`src/rtl/ibex_rf_writeback_buffer.sv`:
```
// Register-file writeback arbiter with a deferred ex-write buffer. The write port is registered (1 cycle); stall_o flags a full buffer and ex writes arriving then are dropped with err_o.
// Optional macro IBEX_WB_FORWARD_EN: forward buffered/pending writes to the read ports instead of raising hazard_o.
module ibex_rf_writeback_buffer #(
  parameter int unsigned DataWidth = 32,
  parameter int unsigned Depth     = 2
) (
  input  logic                 clk_i,
  input  logic                 rst_ni,
  input  logic                 ex_we_i,
  input  logic [4:0]           ex_waddr_i,
  input  logic [DataWidth-1:0] ex_wdata_i,
  input  logic                 lsu_we_i,
  input  logic [4:0]           lsu_waddr_i,
  input  logic [DataWidth-1:0] lsu_wdata_i,
  output logic                 rf_we_o,
  output logic [4:0]           rf_waddr_o,
  output logic [DataWidth-1:0] rf_wdata_o,
  input  logic [4:0]           raddr_a_i,
  input  logic [4:0]           raddr_b_i,
  input  logic [DataWidth-1:0] rf_rdata_a_i,
  input  logic [DataWidth-1:0] rf_rdata_b_i,
  output logic [DataWidth-1:0] rdata_a_o,
  output logic [DataWidth-1:0] rdata_b_o,
  output logic                 stall_o,
  output logic                 hazard_o,
  output logic                 err_o
);

  localparam int unsigned PtrW = $clog2(Depth);
  localparam int unsigned CntW = $clog2(Depth + 1);
  localparam logic [PtrW-1:0] LastPtr = PtrW'(Depth - 1);
  localparam logic [CntW-1:0] FullCnt = CntW'(Depth);

  logic [4:0]           buf_addr_q [Depth];
  logic [DataWidth-1:0] buf_data_q [Depth];
  logic [Depth-1:0]     buf_vld_q;
  logic [PtrW-1:0]      rd_ptr_q, wr_ptr_q;
  logic [CntW-1:0]      count_q;

  logic                 ex_req, lsu_req, full, empty;
  logic                 sel_ex, push, pop, lsu_conflict, err_d;
  logic                 we_d;
  logic [4:0]           waddr_d;
  logic [DataWidth-1:0] wdata_d;

  assign ex_req  = ex_we_i & (ex_waddr_i != 5'd0);
  assign lsu_req = lsu_we_i & (lsu_waddr_i != 5'd0);
  assign full    = (count_q == FullCnt);
  assign empty   = (count_q == '0);
  assign stall_o = full;

  // Loads win, then the oldest deferred ex write, then a fresh ex write.
  always_comb begin
    we_d    = 1'b0;
    waddr_d = '0;
    wdata_d = '0;
    pop     = 1'b0;
    sel_ex  = 1'b0;
    if (lsu_req) begin
      we_d    = 1'b1;
      waddr_d = lsu_waddr_i;
      wdata_d = lsu_wdata_i;
    end else if (!empty) begin
      pop     = 1'b1;
      we_d    = 1'b1;
      waddr_d = buf_addr_q[rd_ptr_q];
      wdata_d = buf_data_q[rd_ptr_q];
    end else if (ex_req) begin
      sel_ex  = 1'b1;
      we_d    = 1'b1;
      waddr_d = ex_waddr_i;
      wdata_d = ex_wdata_i;
    end
  end

  assign push = ex_req & ~sel_ex & ~full;

  always_comb begin
    lsu_conflict = 1'b0;
    for (int unsigned i = 0; i < Depth; i++) begin
      if (buf_vld_q[i] && (buf_addr_q[i] == lsu_waddr_i)) lsu_conflict = 1'b1;
    end
  end

  assign err_d = (ex_req & full) | (lsu_req & lsu_conflict);

  always_ff @(posedge clk_i or negedge rst_ni) begin
    if (!rst_ni) begin
      rd_ptr_q  <= '0;
      wr_ptr_q  <= '0;
      count_q   <= '0;
      buf_vld_q <= '0;
    end else begin
      if (pop) begin
        buf_vld_q[rd_ptr_q] <= 1'b0;
        rd_ptr_q <= (rd_ptr_q == LastPtr) ? '0 : rd_ptr_q + PtrW'(1);
      end
      if (push) begin
        buf_vld_q[wr_ptr_q] <= 1'b1;
        wr_ptr_q <= (wr_ptr_q == LastPtr) ? '0 : wr_ptr_q + PtrW'(1);
      end
      if (push && !pop) begin
        count_q <= count_q + CntW'(1);
      end else if (pop && !push) begin
        count_q <= count_q - CntW'(1);
      end
    end
  end

  always_ff @(posedge clk_i) begin
    if (push) begin
      buf_addr_q[wr_ptr_q] <= ex_waddr_i;
      buf_data_q[wr_ptr_q] <= ex_wdata_i;
    end
  end

  always_ff @(posedge clk_i or negedge rst_ni) begin
    if (!rst_ni) begin
      rf_we_o    <= 1'b0;
      rf_waddr_o <= '0;
      rf_wdata_o <= '0;
      err_o      <= 1'b0;
    end else begin
      rf_we_o    <= we_d;
      rf_waddr_o <= waddr_d;
      rf_wdata_o <= wdata_d;
      err_o      <= err_d;
    end
  end

`ifdef IBEX_WB_FORWARD_EN
  function automatic logic [PtrW-1:0] age_slot(input logic [PtrW-1:0] base, input int unsigned age);
    int unsigned s;
    s = 32'(base) + age;
    if (s >= Depth) s = s - Depth;
    return PtrW'(s);
  endfunction

  // Walk oldest to youngest so the youngest matching entry wins.
  always_comb begin
    rdata_a_o = rf_rdata_a_i;
    rdata_b_o = rf_rdata_b_i;
    if (rf_we_o && (rf_waddr_o == raddr_a_i)) rdata_a_o = rf_wdata_o;
    if (rf_we_o && (rf_waddr_o == raddr_b_i)) rdata_b_o = rf_wdata_o;
    for (int unsigned i = 0; i < Depth; i++) begin
      if (buf_vld_q[age_slot(rd_ptr_q, i)] && (buf_addr_q[age_slot(rd_ptr_q, i)] == raddr_a_i))
        rdata_a_o = buf_data_q[age_slot(rd_ptr_q, i)];
      if (buf_vld_q[age_slot(rd_ptr_q, i)] && (buf_addr_q[age_slot(rd_ptr_q, i)] == raddr_b_i))
        rdata_b_o = buf_data_q[age_slot(rd_ptr_q, i)];
    end
    if (raddr_a_i == 5'd0) rdata_a_o = rf_rdata_a_i;
    if (raddr_b_i == 5'd0) rdata_b_o = rf_rdata_b_i;
  end

  assign hazard_o = 1'b0;
`else
  logic hit_a, hit_b;

  always_comb begin
    hit_a = rf_we_o && (rf_waddr_o == raddr_a_i);
    hit_b = rf_we_o && (rf_waddr_o == raddr_b_i);
    for (int unsigned i = 0; i < Depth; i++) begin
      if (buf_vld_q[i] && (buf_addr_q[i] == raddr_a_i)) hit_a = 1'b1;
      if (buf_vld_q[i] && (buf_addr_q[i] == raddr_b_i)) hit_b = 1'b1;
    end
    hit_a = hit_a && (raddr_a_i != 5'd0);
    hit_b = hit_b && (raddr_b_i != 5'd0);
  end

  assign rdata_a_o = rf_rdata_a_i;
  assign rdata_b_o = rf_rdata_b_i;
  assign hazard_o  = hit_a | hit_b;
`endif

endmodule

```
`config.mk`:
```
export PLATFORM = sky130hd
export DESIGN_NAME = ibex_rf_writeback_buffer
export DESIGN_NICKNAME = d
export VERILOG_FILES = /design/src/rtl/ibex_rf_writeback_buffer.sv
export SDC_FILE = /design/constraint.sdc
export NUM_CORES = 1
export LEC_CHECK = 0
export CORE_MARGIN = 5
export CORE_UTILIZATION = 57
export CTS_CLUSTER_SIZE = 10
export DETAILED_ROUTE_END_ITERATION = 10
export DONT_BUFFER_PORTS = 1
export PLACE_DENSITY = 0.75
export SLEW_MARGIN = 10
export SYNTH_ARGS = -nofsm -noshare
export SYNTH_HDL_FRONTEND = slang
export SYNTH_SLANG_ARGS = --single-unit
```
`constraint.sdc`:
```
create_clock -name clk_i -period 2.8 [get_ports clk_i]
set_input_delay 0.14 -clock clk_i [delete_from_list [all_inputs] [get_ports clk_i]]
set_output_delay 0.14 -clock clk_i [all_outputs]
set_load 0.05 [all_outputs]
```
### Yosys cells after proc, flatten, opt, wreduce, memory -nomap -nowiden

Memories as Yosys holds them, arrays and structs flattened.
Index checks and enable logic that the tools add are counted.

* bits in registers: 45
* bits in latches: 0
* bits in writable memories: 74
* memory bits (read-only): 0
* input bits: 152
* output and inout bits: 105
* word-level logic and storage cells: 93
* memories: 2

* add/sub/neg operators: 4
* $mul: 0
* divide/modulo/power cells: 0
* $lt $le $gt $ge: 4
* equality and inequality tests: 9
* shift operators: 0
* muxes and demuxes: 31
* bitwise gates (word level): 13
* reduce and logical (&&, ||, !) cells: 22

Memory list
* buf_data_q: words 2, width 32, rd ports 1, clocked after memory_dff 0, wr ports 1, RTL line 35 `logic [DataWidth-1:0] buf_data_q [Depth];`
* buf_addr_q: words 2, width 5, rd ports 3, clocked after memory_dff 0, wr ports 1, RTL line 34 `logic [4:0] buf_addr_q [Depth];`

Operator list (number)
* $mux W32: 3
* $eq A5 B5 Y1: 8
* $reduce_bool A5 Y1: 4
* $mux W1: 19
* $mux W5: 3
* $logic_and A1 B1 Y1: 14
* $mux W2: 4
* $and A1 B1 Y1: 6
* $lt A1 B2 Y1 const B: 2
* $add A1 B1 Y1 const B: 2
* $add A2 B1 Y2 const B: 1
* $and A2 B2 Y2: 1
* $demux W1 S1: 2
* $eq A2 B2 Y1 const B: 1
* $ge A1 B1 Y1 const B: 2
* $logic_not A1 Y1: 2
* $logic_not A2 Y1: 1
* $not A1 Y1: 2
* $not A2 Y2: 1
* $or A1 B1 Y1: 2
* $or A2 B2 Y2: 1
* $reduce_bool A2 Y1: 1
* $sub A2 B1 Y2 const B: 1

### Longest topological paths before layout

Gate-level depths: netlist (run 1).

* depth after elaboration: 12
* depth in mapped cells: 9
* mapped depth without buffers: 9

### Least setup slack after synthesis (run 1)

Ideal clock, no wire load.

* kind: flip-flop to flip-flop
* start: register count_q[1]
* end: memory buf_addr_q[0][0], enable pin
* library setup time: 0.431 ns
* data arrival time: 2.240 ns
* required time: 2.369 ns
* setup slack: 0.129 ns
* cell stages (with the launch flop): 4
* path buffers: 0
* period minus slack after synthesis: 2.671 ns
* cells stage by stage: dfrtp_1 -> nor2_1 -> o21ai_4 -> nor2_1

* word-level cells in the longest chain between the ends: 8

Ends and longest elaborated chain
* from (decl): RTL line 38 `logic [CntW-1:0] count_q;`
* from (signal assigned): RTL line 103 `count_q <= count_q + CntW'(1);`
* from (signal assigned): RTL line 105 `count_q <= count_q - CntW'(1);`
* $logic_not A2 Y1: RTL line 49 `assign empty = (count_q == '0);`
* $mux W1: RTL line 63 `end else if (!empty) begin`
* $mux W1: RTL line 59 `if (lsu_req) begin`
* $not A1 Y1: RTL line 76 `assign push = ex_req & ~sel_ex & ~full;`
* $and A1 B1 Y1: RTL line 76
* $and A1 B1 Y1 *: RTL line 76
* $mux W1 *: RTL line 111 `if (push) begin`
* $mux W1 (implied by the code) *: RTL line 112 `buf_addr_q[wr_ptr_q] <= ex_waddr_i;`
* to (decl): RTL line 34

Mark *: on every way between the ends. The rest lies on a longest branch, timed or not.

### Final worst setup path (run 1)

* start: register rf_waddr_o[2]
* end: output port hazard_o

* word-level cells in the longest chain between the ends: 6

Ends and longest elaborated chain
* from (decl): RTL line 16 `output logic [4:0] rf_waddr_o,`
* from (signal assigned): RTL line 125 `rf_waddr_o <= waddr_d;`
* $eq A5 B5 Y1 (on tied branches): RTL line 160, 161
* $logic_and A1 B1 Y1 (on tied branches): RTL line 160, 161
* $mux W1 (on tied branches) (2 in a row): RTL line 163, 164
* $logic_and A1 B1 Y1 (on tied branches): RTL line 166, 167
* $or A1 B1 Y1 *: RTL line 172 `assign hazard_o = hit_a | hit_b;`
* to (decl): RTL line 25 `output logic hazard_o,`

Marked as above.

==> impl_metrics.yaml, run 1 <==
sta:
  worst_slew_pin_slew_ns: 0.942
  final.setup_skew_ns: 0.00487
  max_freq_mhz: 382
  fin_crit_sh: 0.935
  slew_headroom: 0.372
  fin_crit_ns: 2.62
  rsz0062_at_grt: "false"
  finalSetupViolCount: 0
  fin_tns_setup_ns: 0
  drv_slew: 0
  final_hold_viol_count: 0
setup_path:
  cp.required_ns: 2.66
  start_kind: "register"
  worstSetupPathType: "reg2out"
  cp_max_fo: 3
  arrival_ns: 2.48
  rr_worst_depth: 6
  ff2ff_setup_slack_ns: 0.78
  r2r-end: "rf_waddr_o[4]"
  endpoint_kind: "primary output"
  rr_startpoint: "count_q[0]"
clock_tree:
  cts_setup_buffers: 0
  htreeDepth: 4
  clockBufferDepth: 2
  cts_buffers: 17
  cts_repair_resize_count: 0
  clk_latency_ns: 0.52
  clock_sinks: 119
  cts_tree: "done"
  clk_pin_slew_worst_paths_ns: 0.05
  root_buffer: "clkbuf_8"
synthesis:
  async_flop_share: 0.378
  synth-warning-count: 0
  ys_seq_area_frac: 0.589
  synth_cell_types: 31
  synthesis.nets: 636
  synth-main-ff-cell: "edfxtp_1"
  synth_edf_count: 74
  mappedNetlistArea_um2: 5680
  synth_simple_gate_area_share: 0.0821
  synth_mux_area_frac: 0.0652
  synth_top_cell_by_area: "edfxtp_1"
  synthAdderAreaFrac: 0.00220
  yosys.area.top_type_share: 0.391
  syn_avg_cell_area_um2: 11.8
  synth_seq_cells: 119
  synth_top_family_by_area: "buffers and inverters"
  synth_area_leaders: "edfxtp_1, dfrtp_1, buf_4, mux2i_1, nor2_1"
  synth_most_common_cell: "nor2_1"
  synthXorXnorAreaFrac: 0.0694
  synth_compound_area_frac: 0.0867
  synth_commonest_cells: "nor2_1, edfxtp_1, buf_4, dfrtp_1, mux2i_1"
  syn-instance-count: 483
detailed_routing:
  wl_per_cell_um: 22.4
  viasPerCell: 5.90
  wl_met2_um: 7310
  vias: 3820
  drt_iter0_markers: 274
  wl_met1_um: 5180
  drtAntennaViolNets: 0
  highest_layer: "met4"
  drt-pass1-iter-count: 5
  finalWirelength_um: 14500
  route.detailed.drc: 0
  met3_length_um: 1240
die:
  row_count: 36
  die-width_um: 110
  core_um2: 9730
  dieArea_um2: 12100
  start_util: 0.584
  ios: 257
  die_y_um: 110
min_path:
  hold_path.class: "in2reg"
  min_from: "ex_waddr_i[1]"
  hold_path_end: "buf_vld_q[0]"
  holdPathStages: 3
final_layout:
  area_growth_pct: 18.8
  finalNetCount: 655
  fin_cells: 648
  drive_gt1_frac: 0.0854
  final_cell_area_um2: 6750
  n_antenna_cell: 0
  nFillCells: 653
power_and_ir_drop:
  power_density_nw_per_um2: 1050
  p_leak_nw: 2.59
  vdd_ir_drop_max_uv: 516
job:
  cap_violations: 0
placement:
  place.gp.congestion: 0.910
  port_buffers: 0
  dp_cells: 534
  hpwl_um: 8820
  place_area_um2: 5360
global_routing:
  gr-total-overflow: 0
  grt_pass1_wl_um: 22000
  grt_max_degree: 76
  grt_antenna_before_repair: 0
  grt_pass1_vias: 4018
  track_usage: 0.248
run_status:
  status: "complete, no violations"
## state kept, by name, indices dropped and copies added, names as in the netlist
name	cells
buf_data_q	64
rf_wdata_o	32
buf_addr_q	10
rf_waddr_o	5
buf_vld_q	2
count_q	2
err_o	1
rd_ptr_q	1
rf_we_o	1
wr_ptr_q	1
## how the worst max path moves through the flow
stage                   startpoint                to  slack, ns  cells after the start
floorplan               count_q[1]  buf_addr_q[0][0]       0.13                      3
global placement    lsu_waddr_i[4]  buf_data_q[1][9]       0.66                      6
detailed placement  lsu_waddr_i[4]  buf_data_q[1][9]       0.63                      6
CTS                  rf_waddr_o[2]          hazard_o       0.20                      5
global route         rf_waddr_o[2]          hazard_o       0.12                      5
finish               rf_waddr_o[2]          hazard_o       0.18                      5
## kinds of logic (layout without fill, tap and decap cells)
family / count (synthesis) / after routing
DFF: 119 / 119
and+or+nand+nor: 108 / 108
buffers and inverters: 90 / 122
AOI/OAI and AO/OA: 83 / 83
xor gates and xnor gates: 45 / 45
muxes: 37 / 37
adders and majority gates: 1 / 1
## layout make-up
type                    count  area [um^2]  share of cell area
clock inverters            11          105              0.0156
flip-flops and latches    119         3350               0.496
inverters                   1         3.75            0.000556
well taps                 133          166              0.0247
repair buffers             89          916               0.136
clock buffers              21          449              0.0665
multi-input cells         274         1760               0.261
## power breakdown
group          internal [mW]  switching (mW)  total (mW)
registers               2.34           0.950        3.29
logic                  0.755           0.993        1.75
clock network           1.29           0.725        2.02
total                   4.39            2.67        7.06
## per-stage QoR
step | utilization | hold slack, ns | setup slack, ns | total power [mW]
after CTS | 0.694 | 0.0338 | 0.200 | 7.03
final | 0.694 | 0.0460 | 0.182 | 7.06
after detailed placement | 0.551 | -0.155 | 0.627 | 4.86
after global routing | 0.694 | 0.0498 | 0.115 | 7.38
after floorplan | - | -0.156 | 0.129 | 4.68
after global placement | 0.551 | -0.155 | 0.658 | 4.82
## cells in the final DEF (no fill, tap or decap), types with 2 or more instances in the layout
| master | n |
|---|---|
| nand3_1 | 6 |
| o21ai_4 | 2 |
| clkbuf_16 | 16 |
| clkbuf_8 | 3 |
| clkinv_2 | 6 |
| a21oi_1 | 36 |
| clkinv_1 | 2 |
| bufinv_16 | 2 |
| dfrtp_1 | 44 |
| o21ai_1 | 2 |
| edfxtp_1 | 74 |
| o21ai_0 | 2 |
| dlygate4sd3_1 | 81 |
| buf_12 | 2 |
| clkbuf_1 | 2 |
| nor2_1 | 76 |
| mux2i_1 | 37 |
| a31oi_1 | 36 |
| a22o_1 | 3 |
| nand2_1 | 4 |
| or4_1 | 4 |
| nor4_1 | 7 |
| nor2_4 | 2 |
| xnor2_1 | 17 |
| nand4_1 | 4 |
| buf_4 | 5 |
| xor2_1 | 28 |
## worst max-delay path, stage by stage (launching register included)
cell and delay, ns:
dfrtp_1 0.70, xor2_1 0.25, nor4_1 0.09, nand4_1 0.10, nand2_1 0.06, or4_1 0.77
## what timing repair did
| action | 4_1_cts | 5_1_grt |
|---|---|---|
| endpoints found under the setup margin | 0 | 0 |
| endpoints found under the hold margin | 160 | 0 |
| hold buffers | 82 | 0 |
## routing by layer
metal  vias to the layer above  track usage
met5                         -            0
met4                         0        0.150
met3                        88       0.0728
met2                       215        0.404
met1                      1825        0.289
li1                       1692            -
Power figures use the tool's default switching activity.
==> inputs of run 2 (changes only) <==
--- a/config.mk
+++ b/config.mk
@@ -5,7 +5,6 @@
 export SDC_FILE = /design/constraint.sdc
 export NUM_CORES = 1
 export LEC_CHECK = 0
-export CORE_MARGIN = 5
 export CORE_UTILIZATION = 57
 export CTS_CLUSTER_SIZE = 10
 export DETAILED_ROUTE_END_ITERATION = 10
==> run 2 against run 1 <==
- sequential power barely moved
- power rose by 3.8%
- utilization rose by 0.77 points
- clock skew rose by 0.0015 ns
- worst hold slack barely moved
- design area rose by 1.1%
- register-to-register slack got worse by 0.19 ns
- largest power group unchanged
==> impl_metrics.yaml, run 2 (synthesis gave the netlist of run 1 again) <==
run_status:
  status: "complete, no violations"
global_routing:
  track_usage: 0.270
  grt_pass1_vias: 3938
  gr-total-overflow: 0
  grt_antenna_before_repair: 1
  grt_max_degree: 76
  grt_pass1_wl_um: 20300
setup_path:
  start_kind: "register"
  arrival_ns: 2.42
  cp_max_fo: 3
  endpoint_kind: "primary output"
  cp.required_ns: 2.66
  rr_worst_depth: 5
  worstSetupPathType: "reg2out"
final_layout:
  area_growth_pct: 20.1
  mostFrequentLayoutCells: "dlygate4sd3_1, nor2_1, edfxtp_1"
  largest_register_ffs: 64
  nFillCells: 680
  post-route-util: 0.702
  reg_top3: "buf_data_q (64), rf_wdata_o (32), buf_addr_q (10)"
  regMostFlops: "buf_data_q"
  final_common_cell: "dlygate4sd3_1"
  finalNetCount: 656
  drive_gt1_frac: 0.0891
clock_tree:
  htreeDepth: 4
  clk_pin_slew_worst_paths_ns: 0.06
  root_buffer: "clkbuf_8"
  cts_buffers: 17
  clk_latency_ns: 0.51
  clock_sinks: 119
  clockBufferDepth: 2
  cts_tree: "done"
power_and_ir_drop:
  power_density_nw_per_um2: 1070
  p_total_mw: 7.33
  p_leak_nw: 2.63
  vdd_ir_drop_max_uv: 528
detailed_routing:
  vias: 3810
  wl_per_cell_um: 21.0
  drt_iter0_markers: 214
  viasPerCell: 5.86
  drt-pass1-iter-count: 5
  finalWirelength_um: 13700
  drtAntennaViolNets: 0
  route.detailed.drc: 0
die:
  core_um2: 9730
  die-width_um: 102
  dieArea_um2: 10400
  die_y_um: 102
  ios: 257
  start_util: 0.584
  row_count: 36
sta:
  fin_tns_setup_ns: 0
  rsz0062_at_grt: "false"
  drv_slew: 0
  max_freq_mhz: 390
  worst_slew_pin_slew_ns: 1.15
  fin_crit_ns: 2.56
  final_hold_viol_count: 0
  fin_crit_sh: 0.916
  slew_headroom: 0.231
  final.setup_skew_ns: 0.00638
  finalSetupViolCount: 0
placement:
  port_buffers: 0
  hpwl_um: 7810
  place.gp.congestion: 0.810
min_path:
  holdPathStages: 3
  hold_path.class: "in2reg"
job:
  cap_violations: 0
[run 2: final cells by class]
| cell class | instances | area [um^2] | area share |
|---|---|---|---|
| well taps | 133 | 166 | 0.0244 |
| clock buffers | 24 | 492 | 0.0720 |
| flip-flops and latches | 119 | 3350 | 0.491 |
| inverters | 1 | 3.75 | 0.000550 |
| multi-input cells | 274 | 1760 | 0.258 |
| repair buffers | 90 | 911 | 0.133 |
| clock inverters | 8 | 140 | 0.0205 |
| diodes | 1 | 2.50 | 0.000367 |
[run 2: final timing paths]
kind / slack (ns) / end / start
max: 0.24 / hazard_o / rf_waddr_o[2]
min: 0.05 / buf_vld_q[0] / ex_waddr_i[1]
max reg2reg: 0.59 / rf_waddr_o[4] / rd_ptr_q
min reg2reg: 0.58 / count_q[1] / count_q[1]
max in group asynchronous: 2.44 / rd_ptr_q / rst_ni
min in group asynchronous: 0.12 / rf_waddr_o[0] / rst_ni
[run 2: where the power goes]
group	internal, mW	switching (mW)	total [mW]
Sequential	2.34	0.956	3.30
Combinational	0.756	0.973	1.73
Clock	1.56	0.735	2.30
Total	4.66	2.66	7.33
[run 2: through the flow]
step	hold slack (ns)	area (um^2)	setup slack (ns)	std cells
after floorplan	-0.156	5680	0.129	483
after CTS	0.0245	6820	0.194	649
after detailed placement	-0.155	5350	0.640	535
after global placement	-0.155	5350	0.663	535
after global routing	0.0359	6830	0.139	650
final	0.0464	6830	0.236	650
[run 2: per-layer routing]
| metal | GRT usage | wire [um] | vias up |
|---|---|---|---|
| met1 | 0.305 | 5130 | 1854 |
| met3 | 0.0691 | 827 | 76 |
| li1 | - | - | 1695 |
| met2 | 0.455 | 7050 | 185 |
| met4 | 0.184 | 655 | 0 |
| met5 | 0 | 0 | - |
[run 2: repair_timing]
action / CTS / global route
setup buffers: 0 / 0
gates resized for setup: 0 / 0
hold buffers: 82 / 0
endpoints found under the hold margin: 160 / 0
[run 2: critical path: stages (launching register included)]
cell and delay, ns:
dfrtp_1 0.67, xor2_1 0.23, nor4_1 0.08, nand4_1 0.10, nand2_1 0.06, or4_1 0.77
